$ cat src/rtl/victim_write_buffer.sv
// Victim write buffer: FIFO of evicted cache blocks drained to data memory, with write coalescing.
// Defining VWB_READ_FORWARD_EN lets fills hit queued entries instead of waiting for an empty buffer.

module victim_write_buffer #(
    parameter int DEPTH = 4,
    parameter int BLK_W = 256
) (
    input  logic             clk_i,
    input  logic             rst_i,
    input  logic [31:0]      c_addr_i,
    input  logic [BLK_W-1:0] c_data_i,
    input  logic             c_enable_i,
    input  logic             c_write_i,
    output logic             c_ack_o,
    output logic [BLK_W-1:0] c_data_o,
    output logic [31:0]      m_addr_o,
    output logic [BLK_W-1:0] m_data_o,
    output logic             m_enable_o,
    output logic             m_write_o,
    input  logic             m_ack_i,
    input  logic [BLK_W-1:0] m_data_i,
    output logic             full_o,
    output logic             empty_o,
    output logic [1:0]       dbg_state_o
);
    localparam int PTR_W = $clog2(DEPTH);
    localparam int CNT_W = $clog2(DEPTH + 1);
    localparam logic [CNT_W-1:0] FULL_CNT = CNT_W'(DEPTH);

    typedef enum logic [1:0] {
        ST_IDLE  = 2'd0,
        ST_DRAIN = 2'd1,
        ST_READ  = 2'd2
    } state_e;

    state_e           state_q, state_d;
    logic [PTR_W-1:0] head_q, head_d, tail_q, tail_d;
    logic [CNT_W-1:0] count_q, count_d;
    logic             ack_q, ack_d;
    logic [BLK_W-1:0] rdata_q, rdata_d;
    logic             full_q, full_d, empty_q, empty_d;

    logic [26:0]      blk_addr_q [DEPTH];
    logic [BLK_W-1:0] blk_data_q [DEPTH];

    logic [26:0]      req_blk;
    logic             addr_offset_unused;
    logic             wr_req, rd_req, wr_accept, push, pop;
    logic             wr_hit;
    logic [PTR_W-1:0] wr_hit_idx, wr_idx;
    logic             rd_start, rd_fwd;
    logic [BLK_W-1:0] fwd_data;

    assign req_blk            = c_addr_i[31:5];
    assign addr_offset_unused = ^c_addr_i[4:0];

    // Requests are ignored while the previous ack is still showing.
    assign wr_req = c_enable_i && c_write_i && !ack_q;
    assign rd_req = c_enable_i && !c_write_i && !ack_q;

    // Coalescing match over valid entries, excluding the head once its drain has started.
    always_comb begin
        wr_hit     = 1'b0;
        wr_hit_idx = '0;
        for (int i = 0; i < DEPTH; i++) begin
            if ((CNT_W'(i) < count_q) && (blk_addr_q[head_q + PTR_W'(i)] == req_blk)
                && !((state_q == ST_DRAIN) && (i == 0))) begin
                wr_hit     = 1'b1;
                wr_hit_idx = head_q + PTR_W'(i);
            end
        end
    end

`ifdef VWB_READ_FORWARD_EN
    logic             fwd_hit;
    logic [PTR_W-1:0] fwd_idx;

    // Scanning oldest to youngest so the youngest matching entry wins.
    always_comb begin
        fwd_hit = 1'b0;
        fwd_idx = '0;
        for (int i = 0; i < DEPTH; i++) begin
            if ((CNT_W'(i) < count_q) && (blk_addr_q[head_q + PTR_W'(i)] == req_blk)) begin
                fwd_hit = 1'b1;
                fwd_idx = head_q + PTR_W'(i);
            end
        end
    end

    assign rd_start = rd_req && !fwd_hit;
    assign rd_fwd   = rd_req && fwd_hit;
    assign fwd_data = blk_data_q[fwd_idx];
`else
    // Without forwarding a fill must not overtake any queued write-back.
    assign rd_start = rd_req && (count_q == '0);
    assign rd_fwd   = 1'b0;
    assign fwd_data = '0;
`endif

    assign wr_accept = wr_req && (wr_hit || (count_q < FULL_CNT));
    assign push      = wr_accept && !wr_hit;
    assign pop       = (state_q == ST_DRAIN) && m_ack_i;
    assign wr_idx    = wr_hit ? wr_hit_idx : tail_q;

    always_comb begin
        state_d = state_q;
        ack_d   = 1'b0;
        rdata_d = rdata_q;
        case (state_q)
            ST_IDLE: begin
                if (rd_start) begin
                    state_d = ST_READ;
                end else if (count_q != '0) begin
                    state_d = ST_DRAIN;
                end
            end
            ST_DRAIN: begin
                if (m_ack_i) begin
                    state_d = ST_IDLE;
                end
            end
            ST_READ: begin
                if (m_ack_i) begin
                    state_d = ST_IDLE;
                    ack_d   = 1'b1;
                    rdata_d = m_data_i;
                end
            end
            default: state_d = ST_IDLE;
        endcase
        if (wr_accept) begin
            ack_d = 1'b1;
        end
        if (rd_fwd) begin
            ack_d   = 1'b1;
            rdata_d = fwd_data;
        end
    end

    always_comb begin
        head_d  = head_q + PTR_W'(pop);
        tail_d  = tail_q + PTR_W'(push);
        count_d = count_q + CNT_W'(push) - CNT_W'(pop);
        full_d  = (count_d == FULL_CNT);
        empty_d = (count_d == '0);
    end

    always_ff @(posedge clk_i or negedge rst_i) begin
        if (!rst_i) begin
            state_q <= ST_IDLE;
            head_q  <= '0;
            tail_q  <= '0;
            count_q <= '0;
            ack_q   <= 1'b0;
            rdata_q <= '0;
            full_q  <= 1'b0;
            empty_q <= 1'b1;
        end else begin
            state_q <= state_d;
            head_q  <= head_d;
            tail_q  <= tail_d;
            count_q <= count_d;
            ack_q   <= ack_d;
            rdata_q <= rdata_d;
            full_q  <= full_d;
            empty_q <= empty_d;
        end
    end

    // Entry storage needs no reset: validity is tracked by head/count alone.
    always_ff @(posedge clk_i) begin
        if (wr_accept) begin
            blk_addr_q[wr_idx] <= req_blk;
            blk_data_q[wr_idx] <= c_data_i;
        end
    end

    always_comb begin
        m_enable_o = 1'b0;
        m_write_o  = 1'b0;
        m_addr_o   = '0;
        m_data_o   = '0;
        case (state_q)
            ST_DRAIN: begin
                m_enable_o = 1'b1;
                m_write_o  = 1'b1;
                m_addr_o   = {blk_addr_q[head_q], 5'b0};
                m_data_o   = blk_data_q[head_q];
            end
            ST_READ: begin
                m_enable_o = 1'b1;
                m_addr_o   = {req_blk, 5'b0};
            end
            default: ;
        endcase
    end

    assign c_ack_o     = ack_q;
    assign c_data_o    = rdata_q;
    assign full_o      = full_q;
    assign empty_o     = empty_q;
    assign dbg_state_o = state_q;

endmodule

$ cat config.mk
export PLATFORM = sky130hd
export DESIGN_NAME = victim_write_buffer
export DESIGN_NICKNAME = d
export VERILOG_FILES = /design/src/rtl/victim_write_buffer.sv
export SDC_FILE = /design/constraint.sdc
export NUM_CORES = 1
export LEC_CHECK = 0
export CORE_AREA = 2 2 429 431
export DETAILED_ROUTE_END_ITERATION = 6
export DIE_AREA = 0 0 431 433
export DONT_BUFFER_PORTS = 1
export PLACE_DENSITY_LB_ADDON = 0.08
export SLEW_MARGIN = 40
export SYNTH_ARGS = -nofsm -noshare
export SYNTH_HDL_FRONTEND = slang
export SYNTH_SLANG_ARGS = --single-unit
$ cat constraint.sdc
create_clock -name clk_i -period 43.7 [get_ports clk_i]
set_clock_uncertainty 0.2 [all_clocks]
set_input_delay 8.74 -clock clk_i [delete_from_list [all_inputs] [get_ports clk_i]]
set_output_delay 8.74 -clock clk_i [all_outputs]
set_load 0.02 [all_outputs]
Word level (Yosys, flattened, before mapping)
Memory sizes are Yosys's and may differ from the RTL's.
Index checks and enable logic that the tools add are counted.
{"block": "word_totals", "n_memories": 2, "wordCells": 78, "mem_bits_rw": 1132, "output_inout_bits": 551, "in_bits": 549, "reg_bits": 268}
{"memory": "blk_data_q", "words": 4, "word_bits": 256, "read_ports": 1, "rd_ports_with_merged_regs": 0, "wr": 1, "line_no": "44", "source": "logic [BLK_W-1:0] blk_data_q [DEPTH];"}
{"memory": "blk_addr_q", "words": 4, "word_bits": 27, "read_ports": 4, "rd_ports_with_merged_regs": 0, "wr": 1, "line_no": "43", "source": "logic [26:0] blk_addr_q [DEPTH];"}
{"block": "classes", "muxes": 22, "n_eq_ne": 9, "magnitude_cmp": 5, "addsub": 7, "reduce_logical": 25}
{"op": "$mux W256", "count": 1}
{"op": "$eq A27 B27 Y1", "count": 4}
{"op": "$pmux W32 S2", "count": 1}
{"op": "$mux W2", "count": 8}
{"op": "$logic_and A1 B1 Y1", "count": 13}
{"op": "$mux W1", "count": 11}
{"op": "$logic_not A3 Y1", "count": 2}
{"op": "$lt A1 B3 Y1 const A", "count": 2}
{"op": "$lt A2 B3 Y1 const A", "count": 2}
{"op": "$add A2 B1 Y2", "count": 2}
{"op": "$add A2 B2 Y2 const B", "count": 2}
{"op": "$logic_not A1 Y1", "count": 4}
{"op": "$pmux W2 S2", "count": 1}
{"op": "$reduce_and A2 Y1", "count": 2}
{"op": "$add A3 B1 Y3", "count": 1}
{"op": "$eq A3 B3 Y1 const B", "count": 1}
{"op": "$lt A3 B3 Y1 const B", "count": 1}
{"op": "$ne A3 B3 Y1 const B", "count": 1}
{"op": "$reduce_bool A3 Y1", "count": 1}
{"op": "$sub A3 B1 Y3", "count": 1}
{"op": "$add A2 B1 Y2 const B", "count": 1}
{"op": "$eq A2 B1 Y1 const B", "count": 1}
{"op": "$eq A2 B2 Y1 const B", "count": 1}
{"op": "$logic_not A2 Y1", "count": 1}
{"op": "other kinds (3)", "count": 3}

Longest topological paths before layout
An unclocked memory read counts as a cell.
{"block": "logic_depth", "depth_word": 14, "depth_mapped": 19, "ltp_nobuf": 16}

Worst setup path before layout
Ideal clock, no wire load.
{"block": "synth_path", "path_kind": "input port to flip-flop", "from": "in c_addr_i[10]", "to": "mem blk_addr_q[1][0], enable pin", "t_arrival_ns": 31.201, "cell_stages": 9, "path_buffers": 1, "setup_ns": 1.346, "required_time_ns": 42.154, "setup_slack_ns": 10.953, "path_cell_list": "buf_1 > xor2_1 > nand2_1 > or4_4 > a221oi_4 > nand2_2 > a41oi_2 > o311ai_1 > a211oi_1"}
{"block": "synth_via", "elab_chain_len": 11, "word_cells_on_any_way": 22, "classes_between": "eq/ne (4); mux (11); reduce/logical (7)"}
{"item": "start: declaration", "line_no": "10", "source": "input logic [31:0] c_addr_i,"}
{"item": "$eq A27 B27 Y1", "line_no": "66", "source": "if ((CNT_W'(i) < count_q) && (blk_addr_q[head_q + PTR_W'(i)] == req_blk)"}
{"item": "$logic_and A1 B1 Y1", "line_no": "66"}
{"item": "$logic_and A1 B1 Y1", "line_no": "67", "source": "&& !((state_q == ST_DRAIN) && (i == 0))) begin"}
{"item": "$mux W1 (4 in a row)", "line_no": "66"}
{"item": "$logic_or A1 B1 Y1", "line_no": "100", "source": "assign wr_accept = wr_req && (wr_hit || (count_q < FULL_CNT));"}
{"item": "$logic_and A1 B1 Y1", "line_no": "100"}
{"item": "$mux W1", "line_no": "172", "source": "if (wr_accept) begin"}
{"item": "$mux W1 (not written as such)", "line_no": "173", "source": "blk_addr_q[wr_idx] <= req_blk;"}
{"item": "end: declaration", "line_no": "43"}
Parallel ways exist; a longest one is shown, timed or not.

Worst setup path in the final report
{"block": "layout_path", "from": "in c_addr_i[19]", "to": "out m_addr_o[19]"}
{"block": "layout_via", "elab_chain_len": 1}
{"item": "$pmux W32 S2", "line_no": "183", "source": "case (state_q)"}
{"item": "end: declaration", "line_no": "16", "source": "output logic [31:0] m_addr_o,"}
No other way between the ends.

==> flow_summary.yaml <==
place:
  io_buffers: 0
  dpl.hpwl_mm: 132.0
  place_congestion: 0.9277
clock_network:
  clk_latency_ns: 0.80
  cts_root_buf: "clkbuf_16"
  cts_tree: "built"
  cts_buffer_depth: 3
  post-cts-setup-buffers: 0
  hold_buffers: 0
  clk_transition_reported_paths_ns: 0.06
  cts_made_buffers: 162
  h-tree-depth: 4
  post_cts_resized: 0
  cts.sinks: 1400
detailed_routing:
  viasPerCell: 5.096
  drt_first_pass_iters: 6
  drc_errors: 0
  wirelength_mm: 187.2
  wl_per_cell_um: 34.06
  vias: 28010
  drtIter0Drc: 2089
  detail-route-antenna-nets: 0
global_routing:
  antenna_found_initial: 85
  grt_use_total_pct: 19.55
  grt_pass1_vias: 29430
  grt_start_max_net_pins: 269
  grt_pass1_wl_mm: 250.9
  grt_overflow: 0
worst_setup_path:
  path_class: "in2out"
  ff2ff_setup_slack_ns: 36.15
  worst-path-buf-inv: 0
  crit_family: "simple AND/OR/NAND/NOR gates"
  critPathRequiredTime_ns: 34.76
  r2r_start: "head_q[0]"
  critical_path_arrival_ns: 9.40
  slowest_delay_ns: 0.60
  r2r_cells: 17
  cp_max_fo: 10
  timing.rr.end: "blk_data_q[2][84]"
  cpMaxStageDelayCell: "nor2b_1"
  cp_cell_sequence: "a32oi_1 > nor2b_1"
  crit_path_end_kind: "output pin"
  start_kind: "input port"
power:
  share_seq_of_total_power_pct: 42.0
  clkPwrFrac_pct: 27.9
  switchingPower_uw: 1738
  peakVddDrop_mv: 0.04510
  power_density_nw_per_um2: 72.20
  switching_share_pct: 36.99
  internal_power_uw: 2959
  combPwrFrac_pct: 30.1
  cellLeakagePower_uw: 0.02189
floorplan:
  die-height_um: 433
  core_sq_um: 182100
  rows: 157
  ios: 1100
  die-area_sq_um: 186600
  initial_core_util_pct: 31.13
  die_w_um: 431
run_status:
  outcome: "finished clean"
finish:
  drive_above_1_share_pct: 28.64
  final_nets: 3467
  fill_cells: 16850
  syn2layout_area_growth_pct: 14.74
  post-route-util_pct: 35.72
hold_path:
  hold_class: "reg2reg"
  hp-start: "tail_q[1]"
  min_path_cells: 1
  worst_hold_path.endpoint: "tail_q[1]"
sta:
  fmax_mhz: 54.54
  final_max_slew_viol_count: 0
  setup_viol: 0
  fin_crit_ns: 18.34
  rsz0062_at_grt: "false"
  finalCritPeriodShare_pct: 41.96
  worst_slew_pin_slew_ns: 0.8367
  slew_headroom_pct: 43.34
  finalHoldViolCount: 0
  tns_ns: 0
logic_synthesis:
  synth_ff_type: "edfxtp_1"
  postSynthCellCount: 2872
  yosys_warnings: 0
  ys_ff_latch: 1400
  synth_edf_count: 1132
  synth.distinct_cells: 78
  synth_area_sq_um: 56690
  yosysSeqAreaShare_pct: 71.79
  synth_area_per_cell_sq_um: 19.74
  async_flop_share_pct: 19.14
job:
  drv_cap: 0
-- flip-flops by register name (all words and copies together) (netlist names) --
register / count
c_data_o: 256
full_o: 1
tail_q: 2
empty_o: 1
count_q: 3
blk_addr_q: 108
head_q: 2
blk_data_q: 1024
dbg_state_o: 2
c_ack_o: 1
-- layer usage --
| layer | vias to the layer above | global-route usage [%] | wire length (um) |
|---|---|---|---|
| met5 | - | 0.7286 | 168 |
| met4 | 22 | 8.329 | 8251 |
| met3 | 325 | 8.484 | 18400 |
| met2 | 1118 | 33.80 | 95920 |
| met1 | 14970 | 20.63 | 64460 |
| li1 | 11570 | - | - |
-- layout by cell type, fill, tap and decap left out, types with 20 or more instances in the layout --
cell,instances
mux4_2,307
nand2_1,29
clkbuf_1,52
clkinv_2,21
xnor2_1,55
and2_1,257
dfrtp_1,265
a22oi_1,20
mux2i_1,80
mux2_2,262
nor2b_1,28
diode_2,73
clkbuf_16,167
clkinv_1,23
xor2_1,42
edfxtp_1,1132
-- through the flow --
step	cell area (sq um)	hold WS [ns]	setup WS (ns)	instances	total power (uW)
after floorplan	56710	0.2615	10.95	2876	3004
after global placement	59280	0.3127	25.33	5112	3417
after detailed placement	59600	0.3128	25.35	5125	3441
after CTS	64750	0.3250	25.35	5419	4771
after global routing	65010	0.3568	25.37	5480	4898
final	65050	0.3298	25.36	5496	4697
-- power by group through the flow --
stage / Clock (uW) / Combinational (uW) / Sequential [uW]
final: 1310 / 1410 / 1970
after global routing: 1400 / 1510 / 1990
after CTS: 1350 / 1450 / 1970
after detailed placement: 0 / 1440 / 2000
after global placement: 0 / 1420 / 2000
after floorplan: 0 / 1040 / 1960
-- worst max path at each step --
stage          cells after the start    startpoint          endpoint  slack (ns)
5_1_grt                            2  c_addr_i[19]      m_addr_o[19]       25.37
6_report                           2  c_addr_i[19]      m_addr_o[19]       25.36
3_3_place_gp                       2  c_addr_i[19]      m_addr_o[19]       25.33
4_1_cts                            2  c_addr_i[19]      m_addr_o[19]       25.35
2_1_floorplan                      9  c_addr_i[10]  blk_addr_q[1][0]       10.95
3_5_place_dp                       2  c_addr_i[19]      m_addr_o[19]       25.35
-- logic make-up after synthesis --
| group | share of synthesized area, % |
|---|---|
| flip-flops | 71.79 |
| adder cells (fa/ha/maj) | 0.2339 |
| other | 0.006615 |
| AO/OA/AOI/OAI | 1.744 |
| AND/OR/NAND/NOR | 4.101 |
| XOR/XNOR | 1.499 |
| buffers and inverters | 1.635 |
| multiplexers | 18.99 |
-- cell type report --
class | instances | area (sq um) | share of cell area [%]
Sequential cell | 1400 | 40710 | 62.58
Multi-Input combinational cell | 1276 | 15160 | 23.30
Clock buffer | 226 | 4471 | 6.872
Tap cell | 2385 | 2984 | 4.587
Timing Repair Buffer | 51 | 807.0 | 1.241
Clock inverter | 68 | 676.9 | 1.041
Antenna cell | 73 | 182.7 | 0.2808
Inverter | 17 | 63.81 | 0.09810
-- synthesized netlist by cell type, types with 8 or more instances --
| cell | n | share of area [%] |
|---|---|---|
| xor2_1 | 42 | 0.65 |
| ha_1 | 9 | 0.20 |
| inv_1 | 16 | 0.11 |
| mux4_2 | 307 | 12 |
| nor2b_1 | 28 | 0.31 |
| buf_6 | 8 | 0.16 |
| a22oi_1 | 20 | 0.26 |
| dfrtp_1 | 267 | 12 |
| xnor2_1 | 55 | 0.85 |
| buf_1 | 43 | 0.28 |
| o21ai_0 | 12 | 0.11 |
| and2_1 | 257 | 2.8 |
| nand2_1 | 30 | 0.20 |
| edfxtp_1 | 1132 | 60 |
| a21oi_1 | 11 | 0.097 |
| mux2_2 | 262 | 5.2 |
| nand3_1 | 11 | 0.097 |
| nand4_1 | 9 | 0.099 |
| clkbuf_1 | 105 | 0.70 |
| nor2_1 | 15 | 0.099 |
| mux2i_1 | 80 | 1.4 |
| buf_4 | 11 | 0.15 |
| buf_2 | 12 | 0.11 |
Note: power is estimated with default switching activity, not from simulation.
